--- config.mk ---
export PLATFORM = sky130hd
export DESIGN_NAME = ppu_byte_tx
export DESIGN_NICKNAME = d
export VERILOG_FILES = /design/src/rtl/ppu_byte_tx.sv
export SDC_FILE = /design/constraint.sdc
export NUM_CORES = 1
export LEC_CHECK = 0
export ABC_AREA = 1
export CORE_MARGIN = 2
export CORE_UTILIZATION = 45
export CTS_CLUSTER_SIZE = 40
export DETAILED_ROUTE_END_ITERATION = 16
export PLACE_DENSITY = 0.64
export SLEW_MARGIN = 20
export SYNTH_ARGS = -nofsm -noshare
export SYNTH_HDL_FRONTEND = slang
export SYNTH_SLANG_ARGS = --single-unit
export TNS_END_PERCENT = 100
--- constraint.sdc ---
create_clock -name clk -period 2.9 [get_ports clk]
set_input_delay 0.29 -clock clk [delete_from_list [all_inputs] [get_ports clk]]
set_output_delay 0.29 -clock clk [all_outputs]
set_load 0.02 [all_outputs]
--- src/rtl/ppu_byte_tx.sv ---
// ppu_byte_tx -- transmit end of the PPU byte-input strobe/ack link.
//
// Bytes written by the upstream source are queued in a DEPTH-entry FIFO and
// presented one at a time on data_o/stb_o. The receiver acknowledges with a
// level ack_o. A full four-phase handshake is used: stb_o rises, ack_o rises,
// stb_o falls, ack_o falls. A byte counter tracks the position in the line
// (h_count) and frame (v_count). A one-cycle sync pulse precedes byte 0 of
// every frame, and frame_done pulses when the last byte of a frame is taken.
//
// Optional build macro: PPU_TX_TIMEOUT_EN
//   When defined, a strobe that is not acknowledged within TIMEOUT cycles is
//   withdrawn, the sticky err flag is set, and the same byte is re-presented
//   later. When undefined, the FSM waits for ack_o indefinitely and err is 0.
module ppu_byte_tx #(
    parameter int DEPTH     = 16,
    parameter int ADDR_BITS = 4,
    parameter int LINE_LEN  = 32,
    parameter int LINES     = 32,
    parameter int TIMEOUT   = 255
) (
    input  logic                 clk,
    input  logic                 rst_n,
    input  logic [7:0]           wr_data,
    input  logic                 wr_en,
    output logic                 full,
    output logic [ADDR_BITS:0]   level,
    output logic                 sync,
    output logic [7:0]           data_o,
    output logic                 stb_o,
    input  logic                 ack_o,
    output logic                 frame_done,
    output logic                 err
);

    localparam int HW = (LINE_LEN > 1) ? $clog2(LINE_LEN) : 1;
    localparam int VW = (LINES > 1) ? $clog2(LINES) : 1;

    localparam logic [ADDR_BITS:0] DEPTH_L = DEPTH[ADDR_BITS:0];
    localparam logic [HW-1:0]      H_LAST  = HW'(LINE_LEN - 1);
    localparam logic [VW-1:0]      V_LAST  = VW'(LINES - 1);

    // Reject configurations the pointer arithmetic cannot support.
    if (DEPTH != (1 << ADDR_BITS) || TIMEOUT < 1) begin : g_cfg_check
        $error("ppu_byte_tx: DEPTH must equal 2**ADDR_BITS and TIMEOUT must be >= 1");
    end

    typedef enum logic [1:0] {
        IDLE,
        SYNC,
        STROBE,
        RELEASE
    } state_t;

    state_t state;
    state_t state_nxt;

    logic [7:0]           mem [DEPTH];
    logic [ADDR_BITS-1:0] wr_ptr;
    logic [ADDR_BITS-1:0] rd_ptr;
    logic [HW-1:0]        h_count;
    logic [VW-1:0]        v_count;

    logic push;
    logic pop;
    logic enter_strobe;
    logic timeout_hit;

    // full comes from the registered level, so a same-cycle pop never
    // makes room for a write.
    assign full = (level == DEPTH_L);
    assign push = wr_en && !full;

    // FIFO storage: data only, no reset needed.
    always_ff @(posedge clk) begin
        if (push) begin
            mem[wr_ptr] <= wr_data;
        end
    end

    // FIFO pointers and occupancy; simultaneous push and pop leave level unchanged.
    always_ff @(posedge clk or negedge rst_n) begin
        if (!rst_n) begin
            wr_ptr <= '0;
            rd_ptr <= '0;
            level  <= '0;
        end else begin
            if (push) begin
                wr_ptr <= wr_ptr + 1'b1;
            end
            if (pop) begin
                rd_ptr <= rd_ptr + 1'b1;
            end
            case ({push, pop})
                2'b10:   level <= level + 1'b1;
                2'b01:   level <= level - 1'b1;
                default: level <= level;
            endcase
        end
    end

`ifdef PPU_TX_TIMEOUT_EN
    localparam int            TW        = $clog2(TIMEOUT + 1);
    localparam logic [TW-1:0] WAIT_LAST = TW'(TIMEOUT - 1);

    logic [TW-1:0] wait_cnt;

    // Cycles spent in STROBE without an acknowledge; restarts on each entry.
    always_ff @(posedge clk or negedge rst_n) begin
        if (!rst_n) begin
            wait_cnt <= '0;
        end else if (enter_strobe) begin
            wait_cnt <= '0;
        end else if (state == STROBE) begin
            wait_cnt <= wait_cnt + 1'b1;
        end
    end

    // An acknowledge in the final cycle still wins over the timeout.
    assign timeout_hit = (state == STROBE) && !ack_o && (wait_cnt == WAIT_LAST);

    // Sticky error flag, cleared only by reset.
    always_ff @(posedge clk or negedge rst_n) begin
        if (!rst_n) begin
            err <= 1'b0;
        end else if (timeout_hit) begin
            err <= 1'b1;
        end
    end
`else
    assign timeout_hit = 1'b0;
    assign err         = 1'b0;
`endif

    // FSM state register.
    always_ff @(posedge clk or negedge rst_n) begin
        if (!rst_n) begin
            state <= IDLE;
        end else begin
            state <= state_nxt;
        end
    end

    // Next-state logic plus the pop/load strobes derived from it.
    always_comb begin
        state_nxt    = state;
        pop          = 1'b0;
        enter_strobe = 1'b0;
        case (state)
            IDLE: begin
                if (level != '0) begin
                    if (h_count == '0 && v_count == '0) begin
                        state_nxt = SYNC;
                    end else begin
                        state_nxt    = STROBE;
                        enter_strobe = 1'b1;
                    end
                end
            end
            SYNC: begin
                // Level cannot drop here: pops only happen in STROBE.
                state_nxt    = STROBE;
                enter_strobe = 1'b1;
            end
            STROBE: begin
                if (ack_o) begin
                    pop       = 1'b1;
                    state_nxt = RELEASE;
                end else if (timeout_hit) begin
                    state_nxt = RELEASE;
                end
            end
            RELEASE: begin
                // Waiting for ack_o low guarantees one byte per acknowledge.
                if (!ack_o) begin
                    state_nxt = IDLE;
                end
            end
            default: begin
                state_nxt = IDLE;
            end
        endcase
    end

    // Registered link outputs: strobe and sync follow the next state, data
    // is captured from the FIFO head on entry to STROBE and held there.
    always_ff @(posedge clk or negedge rst_n) begin
        if (!rst_n) begin
            stb_o  <= 1'b0;
            sync   <= 1'b0;
            data_o <= '0;
        end else begin
            stb_o <= (state_nxt == STROBE);
            sync  <= (state_nxt == SYNC);
            if (enter_strobe) begin
                data_o <= mem[rd_ptr];
            end
        end
    end

    // Line/frame position; advances only on an accepted byte.
    always_ff @(posedge clk or negedge rst_n) begin
        if (!rst_n) begin
            h_count    <= '0;
            v_count    <= '0;
            frame_done <= 1'b0;
        end else begin
            frame_done <= 1'b0;
            if (pop) begin
                if (h_count == H_LAST) begin
                    h_count <= '0;
                    if (v_count == V_LAST) begin
                        v_count    <= '0;
                        frame_done <= 1'b1;
                    end else begin
                        v_count <= v_count + 1'b1;
                    end
                end else begin
                    h_count <= h_count + 1'b1;
                end
            end
        end
    end

endmodule

# == After elaboration in Yosys (flattened, before gate mapping) ==
# Memory sizes are Yosys's and may differ from the RTL's. A register that Yosys moved wholly into a read port is not among the register bits.
# Index checks and enable logic that the tools add are counted.
# totals
ff_bits,28
latchBits,0
ram_bits,128
mem_bits_ro,0
input_bits,12
output_inout_bits,18
word_cells,54
mem_count,1
# op_classes
add_sub_neg,6
mul,0
div,0
n_lt_le_gt_ge,0
eq_ne,10
shifts,0
mux,18
n_bitwise,0
reduce_logical,10
# mem_list
name,words,word_bits,rd,rd_ports_with_merged_regs,wr,line,rtl
mem,16,8,1,1,1,57,logic [7:0] mem [DEPTH];
# ops
cell,n
$add A5 B1 Y5 const B,3
$eq A5 B5 Y1 const B,3
$logic_not A5 Y1,2
$mux W5,2
$pmux W5 S2,1
$mux W1,9
$add A4 B1 Y4 const B,2
$eq A2 B2 Y1 const B,4
$mux W2,4
$pmux W2 S4,1
$eq A2 B1 Y1 const B,3
$reduce_bool A5 Y1,1
$sub A5 B1 Y5 const B,1
$logic_and A1 B1 Y1,2
$logic_not A1 Y1,2
$logic_not A2 Y1,1
$pmux W1 S2,1
$reduce_and A2 Y1,1
$reduce_bool A2 Y1,1

# == Longest topological paths before layout ==
# Gate-level depths: netlist of the first run.
# depth
ltp_word,6
depth_mapped,16
depth_no_buf,15

# == Worst setup path after synthesis of the first run ==
# Ideal clock, no wire load.
# synth_path
path_kind,register to register
from,register level[0]
to,register level[4]
setup_time_ns,0.066
t_arrival_ns,2.172
t_required_ns,2.834
path_slack_ns,0.662
path_stages_with_launch,17
path_buffers,1
period_less_slack_ns,2.238
path_cell_list,dfrtp_1 nor2_1 nand2_1 inv_1 nand2_1 nand2_2 buf_2 ha_1 xor2_1 ha_1 inv_1 nand2_1 nand3_1 nand2_1 xor2_1 nand2_1 nand2_1
# synth_between
elab_chain_len,5
word_cells_on_any_way,9
cone_classes,2 x add/sub; 3 x eq/ne; 1 x mux; 3 x reduce/logical
# synth_lines
item,line,rtl
from (decl),26,"output logic [ADDR_BITS:0] level,"
from (signal assigned),94,2'b10: level <= level + 1'b1;
from (signal assigned),95,2'b01: level <= level - 1'b1;
from (signal assigned),96,default: level <= level;
$eq A5 B5 Y1,70,assign full = (level == DEPTH_L);
$logic_not A1 Y1,71,assign push = wr_en && !full;
$logic_and A1 B1 Y1,71,
$eq A2 B1 Y1 or $eq A2 B2 Y1 (tied branches),93,"case ({push, pop})"
$pmux W5 S2 or $reduce_bool A2 Y1 (tied branches),--,
# Parallel ways exist; a longest one is shown, timed or not.
# A chain may end at the register's enable or synchronous reset.

# == Worst setup path in the final report of the first run ==
# Ends and elaborated chain as after synthesis.

==> flow_summary.toml, run 1 <==
[routing]
routed_wl_mm = 16.02
drc_errors = 0
drtIter0Drc = 362
final_antenna_net_count = 0
vias = 5070
drtPass1Iterations = 5
avgRoutedWirePerCell_um = 15.63
viasPerCell = 4.946

[clock_tree]
path_clk_slew_ns = 0.06
htree_levels = 4
cts_tree = "built"
cts_resized = 0
clk-insertion-delay-late_ns = 0.43
cts-buffers-inserted = 17
clock-root-buffer = "clkbuf_16"
clkSinkCount = 164
cts.path.max_buffers = 2

[critical_path]
worstPathMaxFanout = 16
critPathMaxStageDelay_ns = 0.43
crit_slowest_cell = "dfrtp_1"
crit_path_start_kind = "flip-flop"
critPathRequiredTime_ns = 3.26
crit_path_end_kind = "flip-flop"
cp_common_cell = "nand2_1"
crit_chain = "nor2_1 -> nand2_1 -> inv_1 -> nand2_1 -> nand2_2 -> ha_1 -> xor2_1 -> ha_1 -> inv_1 -> nand2_1 -> nand3_1 -> nand2_1 -> xor2_1 -> nand2_1 -> nand2_1"
critPathKind = "flip-flop to flip-flop"
crit_arrival_ns = 2.74

[die]
rows = 47
initial_utilization = 0.4545
coreArea_um2 = 16410
die_x_um = 132.7
die_y_um = 132.7
dieArea_um2 = 17620
io_pins = 30

[timing]
setup_ws_ns = 0.5229
clock_skew_ns = 0.007912
rsz0062_at_grt = "no"
setup-tns-final_ns = 0
fin_crit_sh = 0.8197
maxSlewHeadroom = 0.3536
hold_viol = 0
tightest_slew_ns = 0.9685
fmax_mhz = 420.7
holdWs_ns = 0.5108
setup_viol = 0
slew_viol_final = 0
period_needed_ns = 2.377

[logic_synthesis]
synth_area_um2 = 7457
avgSynthCellArea_um2 = 9.916
synth.distinct_cells = 30
synth_warnings = 0
synthCells = 752
ys_seq_elements = 164
synth-main-ff-cell = "edfxtp_1"
yosysSeqAreaShare = 0.6362
async_flop_share = 0.2195
synth_edf_count = 128
synth_nets = 779

[final_layout]
drive_gt1_frac = 0.07578
final_common_cell = "nand2_1"
multi_input_area_um2 = 2043
final_cell_mix = "nand2_1 (223), inv_1 (128), edfxtp_1 (128)"
diodes = 0
fill_cells = 1457
layout.area.seq_um2 = 4746
areaGrowthSynthToFinish_pct = 15.07
fin_nets = 819

[global_route]
antenna_found_initial = 0
grt_pass1_wl_mm = 26.07
grt_pass1_vias = 4972
track_usage = 0.1940
grt_max_degree = 68
overflow = 0

[run_status]
status = "finished clean"

[power_and_ir_drop]
ir_drop_v = 0.0005185
p_leak_nw = 3.848
power.density_nw_per_um2 = 968.3

[job]
cap_violations = 0

[placement]
post-dp-hpwl_mm = 10.38
io_buffers = 28
finalWeightedCongestion = 0.8528
pre_cts_slack_ns = 0.5717

[worst_hold_path]
worstHoldPathType = "input pin to async pin"
[routing by layer]
metal | share of wire | GRT usage | wire length, um | vias up
met5 | 0 | 0 | 0 | -
met4 | 0.017 | 0.06870 | 275 | 0
met3 | 0.057 | 0.04483 | 910 | 21
met2 | 0.48 | 0.3077 | 7662 | 140
met1 | 0.45 | 0.2638 | 7168 | 2409
li1 | - | - | - | 2500
[cell type report]
class                   count  share of cell area
repair buffers             48             0.04987
multi-input cells         428              0.2381
clock buffers              23             0.05833
well taps                 220             0.03208
flip-flops and latches    164              0.5531
clock inverters             9             0.01035
inverters                 133             0.05818
[what timing repair did]
action | in CTS | in global routing
endpoints found under the hold margin | 36 | 0
buffers inserted | 0 | 0
hold buffers | 1 | 0
[worst max-delay path, delay by kind of cell, from the launching register on]
family,cells,cell delay (ns)
XOR/XNOR,2,0.36
adder cells (fa/ha/maj),2,0.53
buffers and inverters,2,0.09
flip-flops,1,0.43
AND/OR/NAND/NOR,9,0.91
[stage by stage]
step | instance area [um^2] | utilization | std cells | total power, mW
floorplan | 7457 | - | 752 | 5.232
global placement | 7981 | 0.4865 | 992 | 6.039
detailed placement | 7981 | 0.4865 | 992 | 6.134
CTS | 8581 | 0.5230 | 1025 | 8.350
global route | 8581 | 0.5230 | 1025 | 8.863
finish | 8581 | 0.5230 | 1025 | 8.309
[worst paths after layout]
kind,startpoint,endpoint,slack [ns],depth (start not counted)
worst max-delay path,level[0],level[4],0.52,15
worst min-delay path,rst_n,state[1],0.51,2
worst max register to register,level[0],level[4],0.52,15
worst min register to register,data_o[7],data_o[7],0.52,2
max in group asynchronous,rst_n,rd_ptr[0],1.81,2
min in group clk,data_o[7],data_o[7],0.52,2
[sequential cells by signal, summed over array words and instances (netlist names)]
signal      count
v_count         5
h_count         5
data_o          8
level           5
stb_o           1
wr_ptr          4
sync            1
frame_done      1
mem           128
state           2
rd_ptr          4
[cell families after synthesis]
group,after synthesis,synth area share
simple gates,385,0.2245
other cells,1,0.0005029
xor+xnor,10,0.01175
buf+inv,160,0.08976
fa+ha+maj,15,0.02517
compound gates,17,0.01208
flops,164,0.6362
[synth_stat cells (2+ instances only)]
| cell type | instances | area share |
|---|---|---|
| nand3_1 | 117 | 0.079 |
| buf_4 | 5 | 0.0050 |
| nand2_1 | 223 | 0.11 |
| nand2_2 | 3 | 0.0025 |
| ha_1 | 15 | 0.025 |
| nor3_1 | 19 | 0.013 |
| clkinv_1 | 2 | 0.0010 |
| inv_1 | 128 | 0.064 |
| o21ai_0 | 11 | 0.0074 |
| edfxtp_1 | 128 | 0.52 |
| nor2_1 | 15 | 0.0075 |
| inv_2 | 3 | 0.0015 |
| xor2_1 | 9 | 0.011 |
| buf_2 | 16 | 0.011 |
| a21oi_1 | 4 | 0.0027 |
| buf_6 | 4 | 0.0060 |
| nor2_2 | 2 | 0.0017 |
| dfrtp_1 | 36 | 0.12 |
[power breakdown]
group	switching, mW	total (mW)	internal, mW
logic	1.98	2.94	0.965
registers	0.225	3.16	2.94
clock network	0.892	2.21	1.31
Note: power is estimated with default switching activity, not from simulation.
==> run 2, diff against run 1 <==
- PLACE_DENSITY: 0.64 -> 0.66
- clock period: 2.9 -> 2 ns (I/O delays scaled with it)
==> run 2 against run 1 <==
Clock-buffer cell count shrank 5. Combinational power is 54% higher. Largest power group unchanged. Hold slack lost 0.29 ns. Wire length is 3.5% lower. Clock power grew 50%.
==> flow_summary.toml, run 2 (synthesized netlist as in run 1, its figures left out) <==
[clock_tree]
clkSinkCount = 164
cts-buffers-inserted = 17
path_clk_slew_ns = 0.06
cts_tree = "built"
htree_levels = 4
clock-root-buffer = "clkbuf_16"
cts.path.max_buffers = 2
clk-insertion-delay-late_ns = 0.43

[final_layout]
reg_top3 = "mem: 128 flops, data_o: 8 flops"
drive_gt1_frac = 0.1130
final_common_cell = "nand2_1"
final_cell_mix = "nand2_1 (221), edfxtp_1 (128), inv_1 (127)"
fin_nets = 837
fin_area_um2 = 8822
largest_reg_flops = 128
max_flop_register = "mem"
diodes = 0
fin_cells = 1043
areaGrowthSynthToFinish_pct = 18.31

[global_route]
overflow = 0
grt_max_degree = 48
track_usage = 0.1862
grt_pass1_vias = 4897
antenna_found_initial = 1
grt_pass1_wl_mm = 24.72

[worst_hold_path]
worstHoldPathType = "input pin to async pin"

[placement]
placed_area_um2 = 8164
io_buffers = 28
dp_cells = 1009
post-dp-hpwl_mm = 9.892
pre_cts_slack_ns = -0.07785
finalWeightedCongestion = 0.8365

[routing]
final_antenna_net_count = 0
avgRoutedWirePerCell_um = 14.81
vias = 5066
drtIter0Drc = 466
routed_wl_mm = 15.45
drtPass1Iterations = 5
viasPerCell = 4.857
drc_errors = 0

[critical_path]
critPathBufInv = 2
worstPathMaxFanout = 3
worst_setup_path_startpoint = "level[1]"
cp_common_cell = "nand2_1"
crit_arrival_ns = 2.33
critPathMaxStageDelay_ns = 0.40
critPathKind = "flip-flop to flip-flop"
r2r_end = "level[4]"
crit_path_end_kind = "flip-flop"
rr_worst_depth = 15
r2r_start = "level[1]"
rrSetupSlack_ns = 0.04
critPathRequiredTime_ns = 2.38
crit_path_start_kind = "flip-flop"
crit_slowest_cell = "dfrtp_2"
crit_family = "simple AND/OR/NAND/NOR gates"
crit_chain = "nor2_2 -> nand2_1 -> inv_1 -> nand2_2 -> nand2_4 -> ha_4 -> xor2_2 -> ha_2 -> inv_2 -> nand2_2 -> nand3_2 -> nand2_1 -> xor2_1 -> nand2_1 -> nand2_1"

[die]
dieArea_um2 = 17620
die_x_um = 132.7
initial_utilization = 0.4545
coreArea_um2 = 16410
io_pins = 30
rows = 47
die_y_um = 132.7

[run_status]
status = "finished clean"

[timing]
fin_crit_sh = 0.9776
tightest_slew_ns = 0.7098
slew_viol_final = 0
holdWs_ns = 0.2228
clock_skew_ns = 0.008669
setup-tns-final_ns = 0
fmax_mhz = 511.5
setup_viol = 0
rsz0062_at_grt = "yes"
setup_ws_ns = 0.04488
period_needed_ns = 1.955
hold_viol = 0
maxSlewHeadroom = 0.5253

[job]
cap_violations = 0

[power_and_ir_drop]
ir_drop_v = 0.0008972
power.density_nw_per_um2 = 1408
p_leak_nw = 3.957
==> run 2: changes by cell type in the layout (fill, tap and decap cells not counted), moves of 3 or more <==
| cell | previous run | this run |
|---|---|---|
| buf_12 | 0 | 3 |
| inv_4 | 3 | 0 |
| dfrtp_1 | 35 | 31 |
| dfrtp_2 | 1 | 5 |
| buf_4 | 19 | 33 |
| clkinvlp_4 | 0 | 4 |
==> run 2: repair_timing <==
action | CTS | global route
resized for setup | 0 | 11
endpoints found under the hold margin | 16 | 0
buffers inserted | 0 | 1
hold buffers | 1 | 0
endpoints found under the setup margin | 0 | 3
==> run 2: worst reg2reg max path, cell delays in order (launching register included) <==
cell and delay, ns:
dfrtp_2 0.40, nor2_2 0.12, nand2_1 0.08, inv_1 0.07
nand2_2 0.07, nand2_4 0.10, ha_4 0.17, xor2_2 0.17
ha_2 0.20, inv_2 0.03, nand2_2 0.07, nand3_2 0.08
nand2_1 0.09, xor2_1 0.14, nand2_1 0.06, nand2_1 0.06
==> run 2: final cells by class <==
cell class,count,area [um^2]
multi-input cells,428,2086
clock inverters,14,175.2
fillers,1404,7585
repair buffers,66,606.8
well taps,220,275.3
inverters,133,499.2
flip-flops and latches,164,4751
clock buffers,18,429.2
==> run 2: layer usage <==
layer | part of all wire | up-vias | wire (um) | global-route usage
li1 | - | 2538 | - | -
met1 | 0.43 | 2369 | 6708 | 0.2433
met2 | 0.49 | 138 | 7564 | 0.3020
met3 | 0.059 | 21 | 905 | 0.04291
met4 | 0.018 | 0 | 271 | 0.07527
met5 | 0 | - | 0 | 0
==> run 2: how the worst max path moves through the flow <==
stage / cells past startpoint / slack, ns / to
final: 15 / 0.04 / level[4]
after global routing: 15 / -0.07 / level[4]
after CTS: 6 / 0.01 / full
after detailed placement: 13 / -0.08 / level[4]
after global placement: 13 / -0.07 / level[4]
after floorplan: 16 / -0.04 / level[4]
==> run 2: through the flow <==
stage                       util  total power [mW]
after floorplan                -             7.606
after global placement    0.4976             9.044
after detailed placement  0.4976             9.098
after CTS                 0.5350             12.42
after global routing      0.5377             13.19
final                     0.5377             12.42
==> run 2: report_power, final <==
group	switching [mW]	internal (mW)
sequential	0.321	4.26
clock	1.34	1.97
combinational	2.91	1.61
